[src/rtl/spi_slave_module.sv]
// spi_slave_module: SPI mode-0 responder with pin synchronisers, one-entry tx holding register and byte deserialiser.
module spi_slave_module #(
  parameter logic [7:0] FILL_BYTE   = 8'h00,
  parameter int         SYNC_STAGES = 2
) (
  input  logic       I_clk,
  input  logic       I_rst,
  input  logic       I_spi_sck,
  input  logic       I_spi_cs,
  input  logic       I_spi_mosi,
  output logic       O_spi_miso,
  output logic       O_spi_miso_oe,
  input  logic [7:0] I_tx_data,
  input  logic       I_tx_valid,
  output logic       O_tx_ready,
  output logic [7:0] O_rx_data,
  output logic       O_rx_valid,
  output logic       O_underrun,
  output logic       O_abort,
  output logic       O_busy
);
  typedef enum logic {IDLE, ACTIVE} state_t;
  state_t r_state, w_state_nxt;
  logic [SYNC_STAGES-1:0] r_sck_sync, r_cs_sync, r_mosi_sync, r_vld;
  logic r_sck_h, r_cs_h, r_armed;
  logic [7:0] r_tx_buf, r_tx_shift, r_rx_shift;
  logic r_tx_full;
  logic [2:0] r_bit_cnt;
  logic w_sck_s, w_cs_s, w_mosi_s, w_sck_rise, w_sck_fall, w_cs_rise, w_cs_fall;
  logic w_start, w_stop, w_rise, w_fall, w_done, w_load, w_write;
  assign w_sck_s    = r_sck_sync[SYNC_STAGES-1];
  assign w_cs_s     = r_cs_sync[SYNC_STAGES-1];
  assign w_mosi_s   = r_mosi_sync[SYNC_STAGES-1];
  assign w_sck_rise = w_sck_s & ~r_sck_h;
  assign w_sck_fall = ~w_sck_s & r_sck_h;
  assign w_cs_rise  = w_cs_s & ~r_cs_h;
  assign w_cs_fall  = ~w_cs_s & r_cs_h;
  assign w_write    = I_tx_valid & ~r_tx_full;
  assign O_tx_ready = ~r_tx_full;
  assign O_busy     = r_state == ACTIVE;
  // r_vld marks when the CS pipeline holds real pin samples, so a CS held low through reset never arms a frame
  always_ff @(posedge I_clk or posedge I_rst) begin
    if (I_rst) begin
      r_sck_sync  <= '0;
      r_cs_sync   <= '1;
      r_mosi_sync <= '0;
      r_vld       <= '0;
      r_sck_h     <= 1'b0;
      r_cs_h      <= 1'b1;
      r_armed     <= 1'b0;
    end else begin
      r_sck_sync  <= {r_sck_sync[SYNC_STAGES-2:0], I_spi_sck};
      r_cs_sync   <= {r_cs_sync[SYNC_STAGES-2:0], I_spi_cs};
      r_mosi_sync <= {r_mosi_sync[SYNC_STAGES-2:0], I_spi_mosi};
      r_vld       <= {r_vld[SYNC_STAGES-2:0], 1'b1};
      r_sck_h     <= w_sck_s;
      r_cs_h      <= w_cs_s;
      r_armed     <= r_armed | (r_vld[SYNC_STAGES-1] & w_cs_s);
    end
  end
  always_comb begin
    w_start     = (r_state == IDLE) & w_cs_fall & r_armed;
    w_stop      = (r_state == ACTIVE) & w_cs_rise;
    w_rise      = (r_state == ACTIVE) & ~w_cs_rise & w_sck_rise;
    w_fall      = (r_state == ACTIVE) & ~w_cs_rise & w_sck_fall;
    w_done      = w_rise & (r_bit_cnt == 3'd7);
    w_load      = w_start | w_done;
    w_state_nxt = w_start ? ACTIVE : w_stop ? IDLE : r_state;
  end
  always_ff @(posedge I_clk or posedge I_rst) begin
    if (I_rst) begin
      r_state       <= IDLE;
      r_tx_buf      <= '0;
      r_tx_full     <= 1'b0;
      r_tx_shift    <= '0;
      r_rx_shift    <= '0;
      r_bit_cnt     <= '0;
      O_rx_data     <= '0;
      O_rx_valid    <= 1'b0;
      O_underrun    <= 1'b0;
      O_abort       <= 1'b0;
      O_spi_miso    <= 1'b0;
      O_spi_miso_oe <= 1'b0;
    end else begin
      r_state       <= w_state_nxt;
      r_tx_full     <= w_load ? w_write : (r_tx_full | w_write);
      r_tx_buf      <= w_write ? I_tx_data : r_tx_buf;
      r_tx_shift    <= w_load ? (r_tx_full ? r_tx_buf : FILL_BYTE) :
                       w_stop ? 8'h00 :
                       (w_fall && r_bit_cnt != 3'd0) ? {r_tx_shift[6:0], 1'b0} : r_tx_shift;
      r_rx_shift    <= w_stop ? 8'h00 : w_rise ? {r_rx_shift[6:0], w_mosi_s} : r_rx_shift;
      r_bit_cnt     <= (w_start | w_stop) ? 3'd0 : w_rise ? r_bit_cnt + 3'd1 : r_bit_cnt;
      O_rx_data     <= w_done ? {r_rx_shift[6:0], w_mosi_s} : O_rx_data;
      O_rx_valid    <= w_done;
      O_underrun    <= w_load & ~r_tx_full;
      O_abort       <= w_stop & (r_bit_cnt != 3'd0);
      O_spi_miso    <= (r_state == ACTIVE) & ~w_stop & r_tx_shift[7];
      O_spi_miso_oe <= w_state_nxt == ACTIVE;
    end
  end
endmodule
[config.mk]
export PLATFORM = sky130hd
export DESIGN_NAME = spi_slave_module
export DESIGN_NICKNAME = d
export VERILOG_FILES = /design/src/rtl/spi_slave_module.sv
export SDC_FILE = /design/constraint.sdc
export NUM_CORES = 1
export LEC_CHECK = 0
export BUFFER_PORTS_ARGS = -buffer_cell sky130_fd_sc_hd__buf_2
export CAP_MARGIN = 40
export CORE_MARGIN = 4
export CORE_UTILIZATION = 40
export CTS_CLUSTER_SIZE = 10
export DETAILED_ROUTE_END_ITERATION = 7
export GPL_TIMING_DRIVEN = 0
export MAX_ROUTING_LAYER = met4
export SYNTH_ARGS = -nofsm -noshare
export SYNTH_HDL_FRONTEND = slang
export SYNTH_SLANG_ARGS = --single-unit
[constraint.sdc]
create_clock -name I_clk -period 2.06 [get_ports I_clk]
set_input_delay 0.412 -clock I_clk [delete_from_list [all_inputs] [get_ports I_clk]]
set_output_delay 0.412 -clock I_clk [all_outputs]
set_load 0.01 [all_outputs]
==> results.json <==
{
  "drv_slew": 0,
  "peakVddDrop_mv": 0.571,
  "setup.worst_path.end_class": "register",
  "ys_ff_latch": 51,
  "die_h_um": 80.6,
  "reg2regPathDepth": 7,
  "rrSetupSlack_ns": 0.25,
  "power_leakage_nw": 1.21,
  "p_sw_w": 0.000591,
  "tns_ns": 0,
  "hold_path_class": "in2async",
  "place.gp.congestion": 0.771,
  "synth_xor_area_frac": 0,
  "area_delta_synth_final_pct": 17.3,
  "fin_crit_ns": 1.81,
  "rows": 26,
  "antenna_left": 0,
  "hold_violations": 0,
  "initial_core_util": 0.413,
  "grtUsageTotal": 0.127,
  "rsz0062_at_grt": "no",
  "syn_inst": 156,
  "drt_wl_total_um": 3430,
  "fin_ws_ns": 0.249,
  "fin_crit_sh": 0.879,
  "portBuffers": 28,
  "outcome": "completed",
  "syn_nets": 173,
  "die_area_mm2": 0.00649,
  "drv_cap": 0,
  "vias_per_cell": 4.71,
  "setup_viol": 0,
  "dp_hpwl_um": 2530,
  "die_w_um": 80.6,
  "yosysWarningCount": 0,
  "seqPwrFrac": 0.542,
  "wl_per_cell_um": 13.0,
  "grt_pass1_vias": 1328,
  "clockBufferDepth": 2,
  "cts_root_buf": "clkbuf_8",
  "cts-buffers-inserted": 5,
  "fin_worst_skew_ns": 0.00489,
  "cp.required_ns": 2.24,
  "netlist_area_mm2": 0.00211,
  "core-area_mm2": 0.00511,
  "multi_input_area_um2": 726,
  "async_flop_share": 1.00,
  "final_core_util": 0.484,
  "yosys.area_share.simple": 0.127,
  "grt_max_degree": 33,
  "cts-resized-gates": 0,
  "antenna_found_initial": 0,
  "synth_compound_area_frac": 0.102,
  "r2r-end": "r_tx_shift[7]",
  "p_per_area_mw_per_mm2": 963,
  "finish.instance_area_mm2": 0.00247,
  "cp.arrival_ns": 1.99,
  "grt_pass1_wl_um": 6050,
  "post_dp_cell_area_mm2": 0.00235,
  "regArea_mm2": 0.00128,
  "muxShareOfSynthArea": 0.0956,
  "p_comb_frac": 0.167,
  "dp_slack_ns": 0.267,
  "timing.fmax_mhz": 552,
  "drc_errors": 0,
  "num_antenna_cells": 0,
  "htreeDepth": 2,
  "clk_transition_reported_paths_ns": 0.09,
  "cts_sinks": 51,
  "dr.pass1.iters": 4,
  "ys.flop_type": "dfrtp_1",
  "synth-adder-area-share": 0.0178,
  "crit_type": "reg2reg",
  "nFillCells": 475,
  "cp_max_fo": 9,
  "overflow": 0,
  "num_vias": 1239,
  "drive_gt1_frac": 0.358,
  "p_int_w": 0.00179,
  "hold_buffers": 0,
  "yosysSeqAreaShare": 0.607,
  "drtIter0Drc": 44,
  "cts_setup_buffers": 0,
  "nNetsFinal": 209,
  "synth_top_family_by_area": "simple AND/OR/NAND/NOR gates",
  "swShare": 0.248,
  "io_pins": 29,
  "avgSynthCellArea_um2": 13.5,
  "ys_types": 36,
  "clkPwrFrac": 0.291,
  "r2r_start": "r_bit_cnt[0]",
  "clk_latency_ns": 0.29,
  "synth_edf_count": 0,
  "cts_tree": "done",
  "cp-start-kind": "register"
}
-- how the worst max path moves through the flow --
stage | start | cells past startpoint | endpoint | slack [ns]
finish | r_bit_cnt[0] | 7 | r_tx_shift[7] | 0.25
global route | r_bit_cnt[0] | 7 | r_tx_shift[7] | 0.15
CTS | r_bit_cnt[0] | 7 | r_tx_shift[7] | 0.25
detailed placement | r_bit_cnt[0] | 7 | r_tx_shift[7] | 0.27
global placement | I_rst | 2 | r_vld[1] | -0.15
floorplan | r_bit_cnt[0] | 7 | r_tx_shift[6] | 0.39
-- routing by layer --
layer	vias to the layer above	wire length, um	track usage	share of wire
met5	-	0	-	0
met4	0	15	0.0321	0.0044
met3	2	150	0.0437	0.044
met2	30	1660	0.206	0.48
met1	598	1600	0.151	0.47
li1	609	-	-	-
-- cell families (layout without fill, tap and decap cells) --
logic type,count (synthesis),after routing
compound gates,26,26
fa+ha+maj,3,3
buf+inv,17,54
flops,51,51
mux,18,18
other cells,1,1
simple gates,40,40
-- critical path: stages (launching register included) --
cell,delay (ns)
dfrtp_1,0.41
ha_1,0.22
ha_1,0.22
and4b_1,0.20
a32o_1,0.27
buf_6,0.14
a32oi_1,0.15
o21ai_1,0.09
-- power groups by stage --
stage / Sequential, W / Clock, W / Combinational [W]
after floorplan: 0.00128 / 0 / 0.000317
after global placement: 0.00130 / 0 / 0.000382
after detailed placement: 0.00131 / 0 / 0.000405
after CTS: 0.00129 / 0.000720 / 0.000407
after global routing: 0.00131 / 0.000769 / 0.000446
final: 0.00129 / 0.000692 / 0.000398
-- cell type report --
class	instances	area share
Clock inverter	2	0.0142
Sequential cell	51	0.518
Timing Repair Buffer	29	0.0648
Inverter	9	0.0137
Tap cell	70	0.0354
Buffer	8	0.0273
Clock buffer	6	0.0334
Multi-Input combinational cell	88	0.294
-- registers in the layout (all words and copies together), names as in the netlist, 2 cells and up --
name         flops
r_bit_cnt        3
r_mosi_sync      2
r_tx_buf         8
r_cs_sync        2
O_rx_data        8
r_rx_shift       7
r_vld            2
r_sck_sync       2
r_tx_shift       8
-- placed cells by master, fill, tap and decap left out, drive strengths merged, types with 2 or more instances in the layout --
cell type / netlist / layout
nand2: 18 / 18
buf: 8 / 37
nor2b: 3 / 3
o21ai: 9 / 9
mux2: 17 / 17
a22o: 2 / 2
and2: 2 / 2
ha: 3 / 3
dfrtp: 48 / 48
and3: 2 / 2
inv: 9 / 9
dfstp: 3 / 3
nor2: 3 / 3
nand2b: 3 / 3
clkbuf: 0 / 6
a2bb2oi: 5 / 5
a32oi: 2 / 2
o211ai: 5 / 5
-- Yosys cell counts (3+ instances only) --
master,count,area [um2]
mux2_2,8,90.1
nand2_1,18,67.6
o211ai_1,5,37.5
buf_2,3,15.0
inv_1,9,33.8
o21ai_1,9,45.0
a2bb2oi_2,5,75.1
dfstp_2,3,78.8
nor2_1,3,11.3
ha_1,3,37.5
dfrtp_1,48,1200
buf_6,4,45.0
mux2_1,9,101
-- through the flow --
| step | hold WS [ns] | cells | power [W] |
|---|---|---|---|
| global route | 0.116 | 263 | 0.00253 |
| finish | 0.103 | 263 | 0.00238 |
| detailed placement | 0.335 | 255 | 0.00172 |
| global placement | 0.333 | 254 | 0.00168 |
| floorplan | 0.331 | 156 | 0.00160 |
| CTS | 0.104 | 263 | 0.00242 |
Note: power is estimated with default switching activity, not from simulation.
